[config.mk]
export PLATFORM = sky130hd
export DESIGN_NAME = cvxif_complex_unit
export DESIGN_NICKNAME = d
export VERILOG_FILES = /design/src/rtl/cvxif_complex_unit.sv
export SDC_FILE = /design/constraint.sdc
export NUM_CORES = 1
export LEC_CHECK = 0
export ABC_CLOCK_PERIOD_IN_PS = 10700
export CORE_MARGIN = 2
export CORE_UTILIZATION = 59
export DETAILED_ROUTE_END_ITERATION = 8
export PLACE_DENSITY = 0.89
export SYNTH_ARGS = -nofsm -noshare
export SYNTH_HDL_FRONTEND = slang
export SYNTH_SLANG_ARGS = --single-unit
export TNS_END_PERCENT = 10
[constraint.sdc]
create_clock -name clk_i -period 10.7 [get_ports clk_i]
set_input_delay 1.605 -clock clk_i [delete_from_list [all_inputs] [get_ports clk_i]]
set_output_delay 1.605 -clock clk_i [all_outputs]
set_load 0.005 [all_outputs]
[src/rtl/cvxif_complex_unit.sv]
// CV-X-IF coprocessor responder for the custom-0 complex-number extension.
// Operands are packed {real[31:16], imag[15:0]} in two's complement. Each half
// wraps modulo 2^16. CADD/CCONJ finish in one cycle. CMUL takes four multiply
// steps. Results leave in order through a small result FIFO.
module cvxif_complex_unit #(
    parameter int unsigned ID_WIDTH  = 4,
    parameter int unsigned RES_DEPTH = 2
) (
    input  logic                clk_i,
    input  logic                rst_i,
    input  logic                issue_valid_i,
    output logic                issue_ready_o,
    input  logic [31:0]         issue_instr_i,
    input  logic [ID_WIDTH-1:0] issue_id_i,
    input  logic [31:0]         issue_rs1_i,
    input  logic [31:0]         issue_rs2_i,
    output logic                issue_accept_o,
    output logic                issue_writeback_o,
    output logic                result_valid_o,
    input  logic                result_ready_i,
    output logic [ID_WIDTH-1:0] result_id_o,
    output logic [4:0]          result_rd_o,
    output logic [31:0]         result_data_o,
    output logic                result_we_o
);

    localparam int unsigned PtrW = (RES_DEPTH > 1) ? $clog2(RES_DEPTH) : 1;
    localparam int unsigned CntW = $clog2(RES_DEPTH + 1);
    localparam logic [6:0]  OpcCustom0 = 7'b0001011;

    typedef enum logic [1:0] {StIdle, StMul, StDone} state_e;

    state_e               state_q, state_d;
    logic [1:0]           step_q, step_d;
    logic [31:0]          acc_re_q, acc_re_d, acc_im_q, acc_im_d;
    logic [31:0]          res_q, res_d;
    logic [ID_WIDTH-1:0]  id_q, id_d;
    logic [4:0]           rd_q, rd_d;
    logic [31:0]          a_q, a_d, b_q, b_d;

    logic [CntW-1:0]      count_q, count_d;
    logic [PtrW-1:0]      wptr_q, wptr_d, rptr_q, rptr_d;
    logic [ID_WIDTH-1:0]  fifo_id   [RES_DEPTH];
    logic [4:0]           fifo_rd   [RES_DEPTH];
    logic [31:0]          fifo_data [RES_DEPTH];

    logic                 is_add, is_conj, is_mul, is_hit;
    logic                 handshake, push, pop;
    logic [15:0]          add_re, add_im, conj_im;
    logic [31:0]          quick_res;
    logic signed [15:0]   mul_x, mul_y;
    logic signed [31:0]   prod;
    logic [31:0]          acc_im_sum;
    logic                 unused_instr_bits;

    // Register-source fields are irrelevant to this unit; operands arrive by value.
    assign unused_instr_bits = ^issue_instr_i[24:15];

    function automatic logic [PtrW-1:0] ptr_inc(input logic [PtrW-1:0] p);
        return (p == PtrW'(RES_DEPTH - 1)) ? '0 : p + 1'b1;
    endfunction

    // Decode the custom-0 complex opcodes.
    always_comb begin
        is_add  = 1'b0;
        is_conj = 1'b0;
        is_mul  = 1'b0;
        if (issue_instr_i[6:0] == OpcCustom0 && issue_instr_i[14:12] == 3'b000) begin
            case (issue_instr_i[31:25])
                7'b0000000: is_add  = 1'b1;
                7'b0000001: is_conj = 1'b1;
                7'b0000010: is_mul  = 1'b1;
                default:    ;
            endcase
        end
    end

    assign is_hit            = is_add | is_conj | is_mul;
    assign issue_ready_o     = (state_q == StIdle) && (count_q < CntW'(RES_DEPTH)) && !rst_i;
    assign handshake         = issue_valid_i && issue_ready_o;
    assign issue_accept_o    = handshake && is_hit;
    assign issue_writeback_o = issue_accept_o;

    // Single-cycle ops are computed straight from the issue operands.
    assign add_re    = issue_rs1_i[31:16] + issue_rs2_i[31:16];
    assign add_im    = issue_rs1_i[15:0] + issue_rs2_i[15:0];
    assign conj_im   = 16'd0 - issue_rs1_i[15:0];
    assign quick_res = is_conj ? {issue_rs1_i[31:16], conj_im} : {add_re, add_im};

    // Pick the operand pair for the current CMUL step.
    always_comb begin
        mul_x = a_q[31:16];
        mul_y = b_q[31:16];
        case (step_q)
            2'd0: begin mul_x = a_q[31:16]; mul_y = b_q[31:16]; end
            2'd1: begin mul_x = a_q[15:0];  mul_y = b_q[15:0];  end
            2'd2: begin mul_x = a_q[31:16]; mul_y = b_q[15:0];  end
            default: begin mul_x = a_q[15:0]; mul_y = b_q[31:16]; end
        endcase
    end

    assign prod       = 32'(mul_x) * 32'(mul_y);
    assign acc_im_sum = acc_im_q + prod;

    // FSM next state, operand latching and multiply accumulation.
    always_comb begin
        state_d  = state_q;
        step_d   = step_q;
        acc_re_d = acc_re_q;
        acc_im_d = acc_im_q;
        res_d    = res_q;
        id_d     = id_q;
        rd_d     = rd_q;
        a_d      = a_q;
        b_d      = b_q;
        push     = 1'b0;
        unique case (state_q)
            StIdle: begin
                if (issue_accept_o) begin
                    id_d = issue_id_i;
                    rd_d = issue_instr_i[11:7];
                    a_d  = issue_rs1_i;
                    b_d  = issue_rs2_i;
                    if (is_mul) begin
                        acc_re_d = '0;
                        acc_im_d = '0;
                        step_d   = 2'd0;
                        state_d  = StMul;
                    end else begin
                        res_d   = quick_res;
                        state_d = StDone;
                    end
                end
            end
            StMul: begin
                step_d = step_q + 2'd1;
                case (step_q)
                    2'd0: acc_re_d = acc_re_q + prod;
                    2'd1: acc_re_d = acc_re_q - prod;
                    2'd2: acc_im_d = acc_im_sum;
                    default: begin
                        acc_im_d = acc_im_sum;
                        res_d    = {acc_re_q[15:0], acc_im_sum[15:0]};
                        state_d  = StDone;
                    end
                endcase
            end
            StDone: begin
                // Space was reserved at issue, so the push cannot overflow.
                push    = 1'b1;
                state_d = StIdle;
            end
            default: state_d = StIdle;
        endcase
    end

    assign result_valid_o = (count_q != '0);
    assign pop            = result_valid_o && result_ready_i;

    // FIFO occupancy and pointer bookkeeping.
    always_comb begin
        count_d = count_q;
        wptr_d  = wptr_q;
        rptr_d  = rptr_q;
        if (push) wptr_d = ptr_inc(wptr_q);
        if (pop)  rptr_d = ptr_inc(rptr_q);
        if (push && !pop)      count_d = count_q + CntW'(1);
        else if (!push && pop) count_d = count_q - CntW'(1);
    end

    // Control and datapath state with synchronous reset.
    always_ff @(posedge clk_i) begin
        if (rst_i) begin
            state_q  <= StIdle;
            step_q   <= '0;
            acc_re_q <= '0;
            acc_im_q <= '0;
            res_q    <= '0;
            id_q     <= '0;
            rd_q     <= '0;
            a_q      <= '0;
            b_q      <= '0;
            count_q  <= '0;
            wptr_q   <= '0;
            rptr_q   <= '0;
        end else begin
            state_q  <= state_d;
            step_q   <= step_d;
            acc_re_q <= acc_re_d;
            acc_im_q <= acc_im_d;
            res_q    <= res_d;
            id_q     <= id_d;
            rd_q     <= rd_d;
            a_q      <= a_d;
            b_q      <= b_d;
            count_q  <= count_d;
            wptr_q   <= wptr_d;
            rptr_q   <= rptr_d;
        end
    end

    // FIFO storage; contents are only observable while count is non-zero.
    always_ff @(posedge clk_i) begin
        if (push && !rst_i) begin
            fifo_id[wptr_q]   <= id_q;
            fifo_rd[wptr_q]   <= rd_q;
            fifo_data[wptr_q] <= res_q;
        end
    end

    assign result_id_o   = result_valid_o ? fifo_id[rptr_q]   : '0;
    assign result_rd_o   = result_valid_o ? fifo_rd[rptr_q]   : '0;
    assign result_data_o = result_valid_o ? fifo_data[rptr_q] : '0;
    assign result_we_o   = result_valid_o;

endmodule
Yosys cells after proc, flatten, opt, wreduce, memory -nomap -nowiden
Memory sizes are Yosys's and may differ from the RTL's. A register that Yosys moved wholly into a read port is not among the register bits.
Index checks and enable logic that the tools add are counted.
{ "totals": {"ff_bits": 177, "ramBits": 82, "input_bits": 104, "out_inout_bits": 46, "elab_cells": 114, "mem_count": 3} }
{ "mem_list": {"columns": ["memory", "words", "width", "rd", "rd_clocked_by_memory_dff", "wr", "line", "source"], "rows": [
  ["fifo_data", 2, 32, 1, 1, 1, "45", "logic [31:0] fifo_data [RES_DEPTH];"],
  ["fifo_rd", 2, 5, 1, 1, 1, "44", "logic [4:0] fifo_rd [RES_DEPTH];"],
  ["fifo_id", 2, 4, 1, 1, 1, "43", "logic [ID_WIDTH-1:0] fifo_id [RES_DEPTH];"]
]} }
{ "op_classes": {"add_sub_neg": 11, "mul": 1, "magnitude_cmp": 1, "eq_ne": 13, "n_mux": 42, "bitwise_logic": 2, "n_reduce_logical": 29} }
{ "ops": {"columns": ["operator", "n"], "rows": [
  ["$mux W32", 8],
  ["$pmux W32 S2", 4],
  ["$add A32 B32 Y32", 2],
  ["$add A16 B16 Y16", 2],
  ["$mul A16 B16 Y32", 1],
  ["$mux W16", 2],
  ["$sub A32 B32 Y32", 1],
  ["$mux W1", 17],
  ["$sub A1 B16 Y16 const A", 1],
  ["$mux W2", 7],
  ["$reduce_and A4 Y1", 3],
  ["$ne A2 B2 Y1 const B", 5],
  ["$logic_and A1 B1 Y1", 9],
  ["$pmux W2 S2", 2],
  ["$eq A7 B1 Y1 const B", 1],
  ["$eq A7 B2 Y1 const B", 1],
  ["$eq A7 B4 Y1 const B", 1],
  ["$logic_not A7 Y1", 1],
  ["$reduce_bool A2 Y1", 3],
  ["$reduce_or A2 Y1", 3],
  ["$mux W5", 1],
  ["$add A2 B1 Y2 const B", 2],
  ["$eq A2 B1 Y1 const B", 2],
  ["$eq A2 B2 Y1 const B", 2],
  ["other kinds (12)", 18]
]} }

Depth between registers and ports, before layout
{ "logic_depth": {"ltp_word": 8, "ltp_mapped": 37, "depth_no_buf": 35} }

Worst setup path before layout
OpenSTA, ideal clock, no wires.
{ "synth_timing": {"path_kind": "reg-to-reg", "from": "register step_q[0]", "to": "register acc_re_q[14]", "setup_time_ns": 0.117, "arrival_ns": 7.674, "required_time_ns": 10.583, "setup_slack_ns": 2.909, "path_stages_with_launch": 29, "path_buffers": 2, "cell_sequence": "dfxtp_1 > inv_1 > ha_1 > nor2_2 > buf_6 > buf_2 > mux2i_1 > nor2_1 > fa_1 > inv_1 > fa_1 > fa_1 > fa_1 > inv_1 > fa_1 > inv_1 > fa_1 > inv_1 > ha_1 > nor2b_1 > a41oi_1 > a21boi_0 > a21oi_1 > xnor2_1 > ha_1 > or3_1 > o211a_1 > or3_1 > a32o_1"} }
{ "synth_between": {"elab_chain_cells": 7} }
{ "synth_lines": {"columns": ["element", "line", "source"], "rows": [
  ["start: declaration", "34", "logic [1:0] step_q, step_d;"],
  ["start signal: assignment", "188", "step_q <= step_d;"],
  ["$eq A2 B2 Y1 (tied with other cells)", "94", "case (step_q)"],
  ["$reduce_or A2 Y1 (no line)", null, null],
  ["$mux W16", "94", null],
  ["$mul A16 B16 Y32", "102", "assign prod = 32'(mul_x) * 32'(mul_y);"],
  ["$sub A32 B32 Y32 or $add A32 B32 Y32 (tied branches)", "139, 138", null],
  ["$pmux W32 S2", "137", "case (step_q)"],
  ["$pmux W32 S2", "117", "unique case (state_q)"],
  ["end signal: assignment", "189", "acc_re_q <= acc_re_d;"],
  ["end: declaration", "35", "logic [31:0] acc_re_q, acc_re_d, acc_im_q, acc_im_d;"]
]} }
Parallel ways exist; a longest one is shown, timed or not.
A chain may end at the register's enable or synchronous reset.

Worst setup path in the final report
Ends and elaborated chain as after synthesis.

==> reports/qor.csv <==
stage,metric,value,unit
outcome,status,"complete, no violations",
global_route,GRT Total Usage,31.0,%
synth,cells after synthesis,1875,
sta,Relative slew margins,24.6,%
cts,"Setup Fix Bufs, Post-CTS",0,
critical_path,slack of the worst reg-to-reg path,1.73,ns
place,IO Port Bufs,139,
place,detailed placement HPWL,34600,um
critical_path,"Max FO, Critical Path",14,
place,placed inst area,18200,um2
sta,Max Fclk,111,MHz
critical_path,"CP delay by family, top",adder cells,
critical_path,Worst R2R End,acc_re_q[14],
die,die area,29400,um2
critical_path,worst stage delay on the critical path,0.69,ns
sta,Final Critical Period,8.97,ns
place,RD Place Congestion,0.980,
die,FP Rows,61,
synth,Mapped Area,16500,um2
die,Core Area,27700,um2
synth,Post-synth EDFFs,82,
min_path,Hold Crit Depth,0,
synth,Synth Flop Type,dfxtp_1,
sta,max-slew violations,0,
global_route,vias in the first global route,13600,
synth,Syn Area/Cell,8.83,um2
synth,"flops & latches, synth",228,
drt,WL per Instance,19.2,um
cts,total CTS buffers,24,
cts,Post-CTS Resized,0,
min_path,hold_sp,res_q[25],
drt,First-pass DRT Iterations,5,
flow_run,max_cap viols,0,
critical_path,cell with the largest stage delay on the worst path,nor2_2,
sta,Clock Skew,0.0182,ns
layout,register area,5390,um2
sta,RSZ-0062 raised after global routing,false,
layout,layout cells sized above 1,5.62,%
layout,fin area,19000,um2
drt,DRC violations left,0,
power_and_ir_drop,Leak Pwr,7.24,nW
critical_path,most frequent CP cell,fa_1,
synth,Netlist cell types,76,
cts,# clock sinks,228,
cts,H-tree depth,1,
layout,"commonest non-fill, non-tap cell in the layout",nand2_1,
critical_path,Worst R2R Path Depth,26,
sta,Final Hold Fails,0,
critical_path,CP Buf/Inv Count,5,
layout,Fillers,2092,
global_route,first-pass GRT wire length,71400,um
min_path,end point of the worst hold path,fifo_data[1][25],
die,IO Count,150,
cts,CTS tree,done,
layout,area grow syn2layout,14.9,%
layout,nets,2290,
die,Initial Util,59.7,%
critical_path,FF-to-FF Start,step_q[0],
die,Die Ht,171,um
power_and_ir_drop,VDD IR max,0.000105,V
synth,YS warnings,0,
layout,Final Util,68.7,%
sta,Tcrit/Tclk final,83.9,%
layout,multi-input logic area,10100,um2
critical_path,Worst setup SP type,flop,
drt,via count of the routed design,14100,
cts,Longest Clk Path Bufs,3,
cts,Worst-path clk slew,0.08,ns
critical_path,CP Capture Type,flop,
global_route,initial antenna violation count,0,
critical_path,Required @ worst endpoint,11.13,ns
global_route,pin count of the biggest net entering global routing,88,
sta,setup violators final,0,
synth,Synthesized Nets,2189,
synth,Synth async-reset ratio,0,%
critical_path,CP arrival,9.40,ns
drt,ANT nets after route,0,
sta,setup_tns,0,ns
power_and_ir_drop,Cell Pwr Density,103,nW/um2
synth,register area share after synthesis,32.5,%
sta,worst slew pin tran,1.12,ns
layout,"commonest non-fill, non-tap cells in the layout","nand2_1, nor2_1, a21oi_1, inv_1, dfxtp_1",
drt,initial drt markers,1493,
drt,routed vias/inst,5.94,
min_path,min-delay worst type,reg2reg,
drt,WL final,45500,um
global_route,remaining global-route overflow,0,
critical_path,CP Class,reg2reg,
die,Die Width,171,um
cts,worst skew pair latency,0.53,ns
cts,Root Buffer,clkbuf_16,
cts,hold_buf cts,0,
## sequential cells by signal, indices dropped and copies added (netlist names), 4 cells and up, named ones only
name,cells
b_q,32
fifo_data,64
fifo_id,8
rd_q,5
acc_re_q,16
a_q,32
acc_im_q,16
id_q,4
res_q,32
fifo_rd,10
## cells in the mapped netlist (12+ instances only)
cell,number,share of area [%]
dfxtp_1,146,18
and3_1,12,0.45
nand3_1,18,0.54
ha_1,127,9.6
xnor2_1,61,3.2
mux2i_1,63,3.8
o21ai_0,58,1.8
mux2_2,22,1.5
nand2b_1,15,0.57
nand2_1,282,6.4
xor2_1,28,1.5
nor2b_1,26,0.98
a21oi_1,179,5.4
o211ai_1,27,1.2
fa_1,83,10
nor3_1,28,0.85
clkbuf_1,63,1.4
edfxtp_1,82,15
inv_1,176,4.0
a211oi_1,13,0.59
nor2_1,183,4.2
## logic make-up (layout without fill, tap and decap cells)
group | count (synthesis) | count (layout) | synth area share, %
and+or+nand+nor | 618 | 618 | 16.2
AOI/OAI and AO/OA | 375 | 375 | 13.8
buffers and inverters | 258 | 377 | 6.29
DFF | 228 | 228 | 32.5
adders and majority gates | 211 | 211 | 19.7
xor gates and xnor gates | 96 | 96 | 5.63
muxes | 89 | 89 | 5.76
other | 0 | 1 | 0
## power by group
group / leakage, nW / internal, mW / total (mW) / switching [mW]
sequential: 1.84 / 0.891 / 0.892 / 0.000273
clock: 0.399 / 0.510 / 0.870 / 0.360
combinational: 5.00 / 0.0848 / 0.192 / 0.107
## how the worst max path moves through the flow
stage | cells after the start | end | from | slack (ns)
floorplan | 28 | acc_re_q[14] | step_q[0] | 2.91
global placement | 26 | acc_re_q[14] | step_q[0] | 2.05
detailed placement | 26 | acc_re_q[14] | step_q[0] | 1.80
CTS | 26 | acc_re_q[14] | step_q[0] | 1.80
global route | 26 | acc_re_q[14] | step_q[0] | 1.18
finish | 26 | acc_re_q[14] | step_q[0] | 1.73
## worst register-to-register path, cell delays in order, from the launching register on
cell and delay [ns]:
dfxtp_1 0.40, inv_1 0.09, ha_1 0.33, nor2_2 0.69, mux2i_1 0.64, nor2_1 0.15, fa_1 0.56, inv_1 0.06
fa_1 0.58, fa_1 0.46, fa_1 0.49, inv_1 0.05, fa_1 0.53, inv_1 0.06, fa_1 0.53, inv_1 0.04
ha_1 0.34, nor2b_1 0.15, a41oi_1 0.24, a21boi_0 0.21, a21oi_1 0.69, xnor2_1 0.17, ha_1 0.25, or3_1 0.37
o211a_1 0.22, or3_1 0.30, a32o_1 0.24
## metrics by stage
step                instances  power (mW)  worst slack, ns  hold WS [ns]
floorplan                1875        1.00             2.91         0.425
global placement         2328        1.09             2.05         0.429
detailed placement       2328        1.10             1.80         0.441
CTS                      2372        1.95             1.80         0.448
global route             2372        2.01             1.18         0.449
finish                   2373        1.95             1.73         0.450
## metal layers
metal  vias up  share of wire (%)  global-route usage [%]
met1      6693                 40                    39.6
li1       6565                  -                       -
met5         -                  0                       0
met3       140                8.5                    4.83
met4         0                5.3                    15.4
met2       709                 47                    51.2
## area by class of cell
type / instances / area share [%]
Tap cell: 378 / 2.49
Inverter: 176 / 3.47
Multi-Input combinational cell: 1389 / 53.3
Timing Repair Buffer: 157 / 8.01
Clock buffer: 31 / 3.63
Sequential cell: 228 / 28.3
Antenna cell: 1 / 0.0132
Clock inverter: 13 / 0.737
Note: power is estimated with default switching activity, not from simulation.
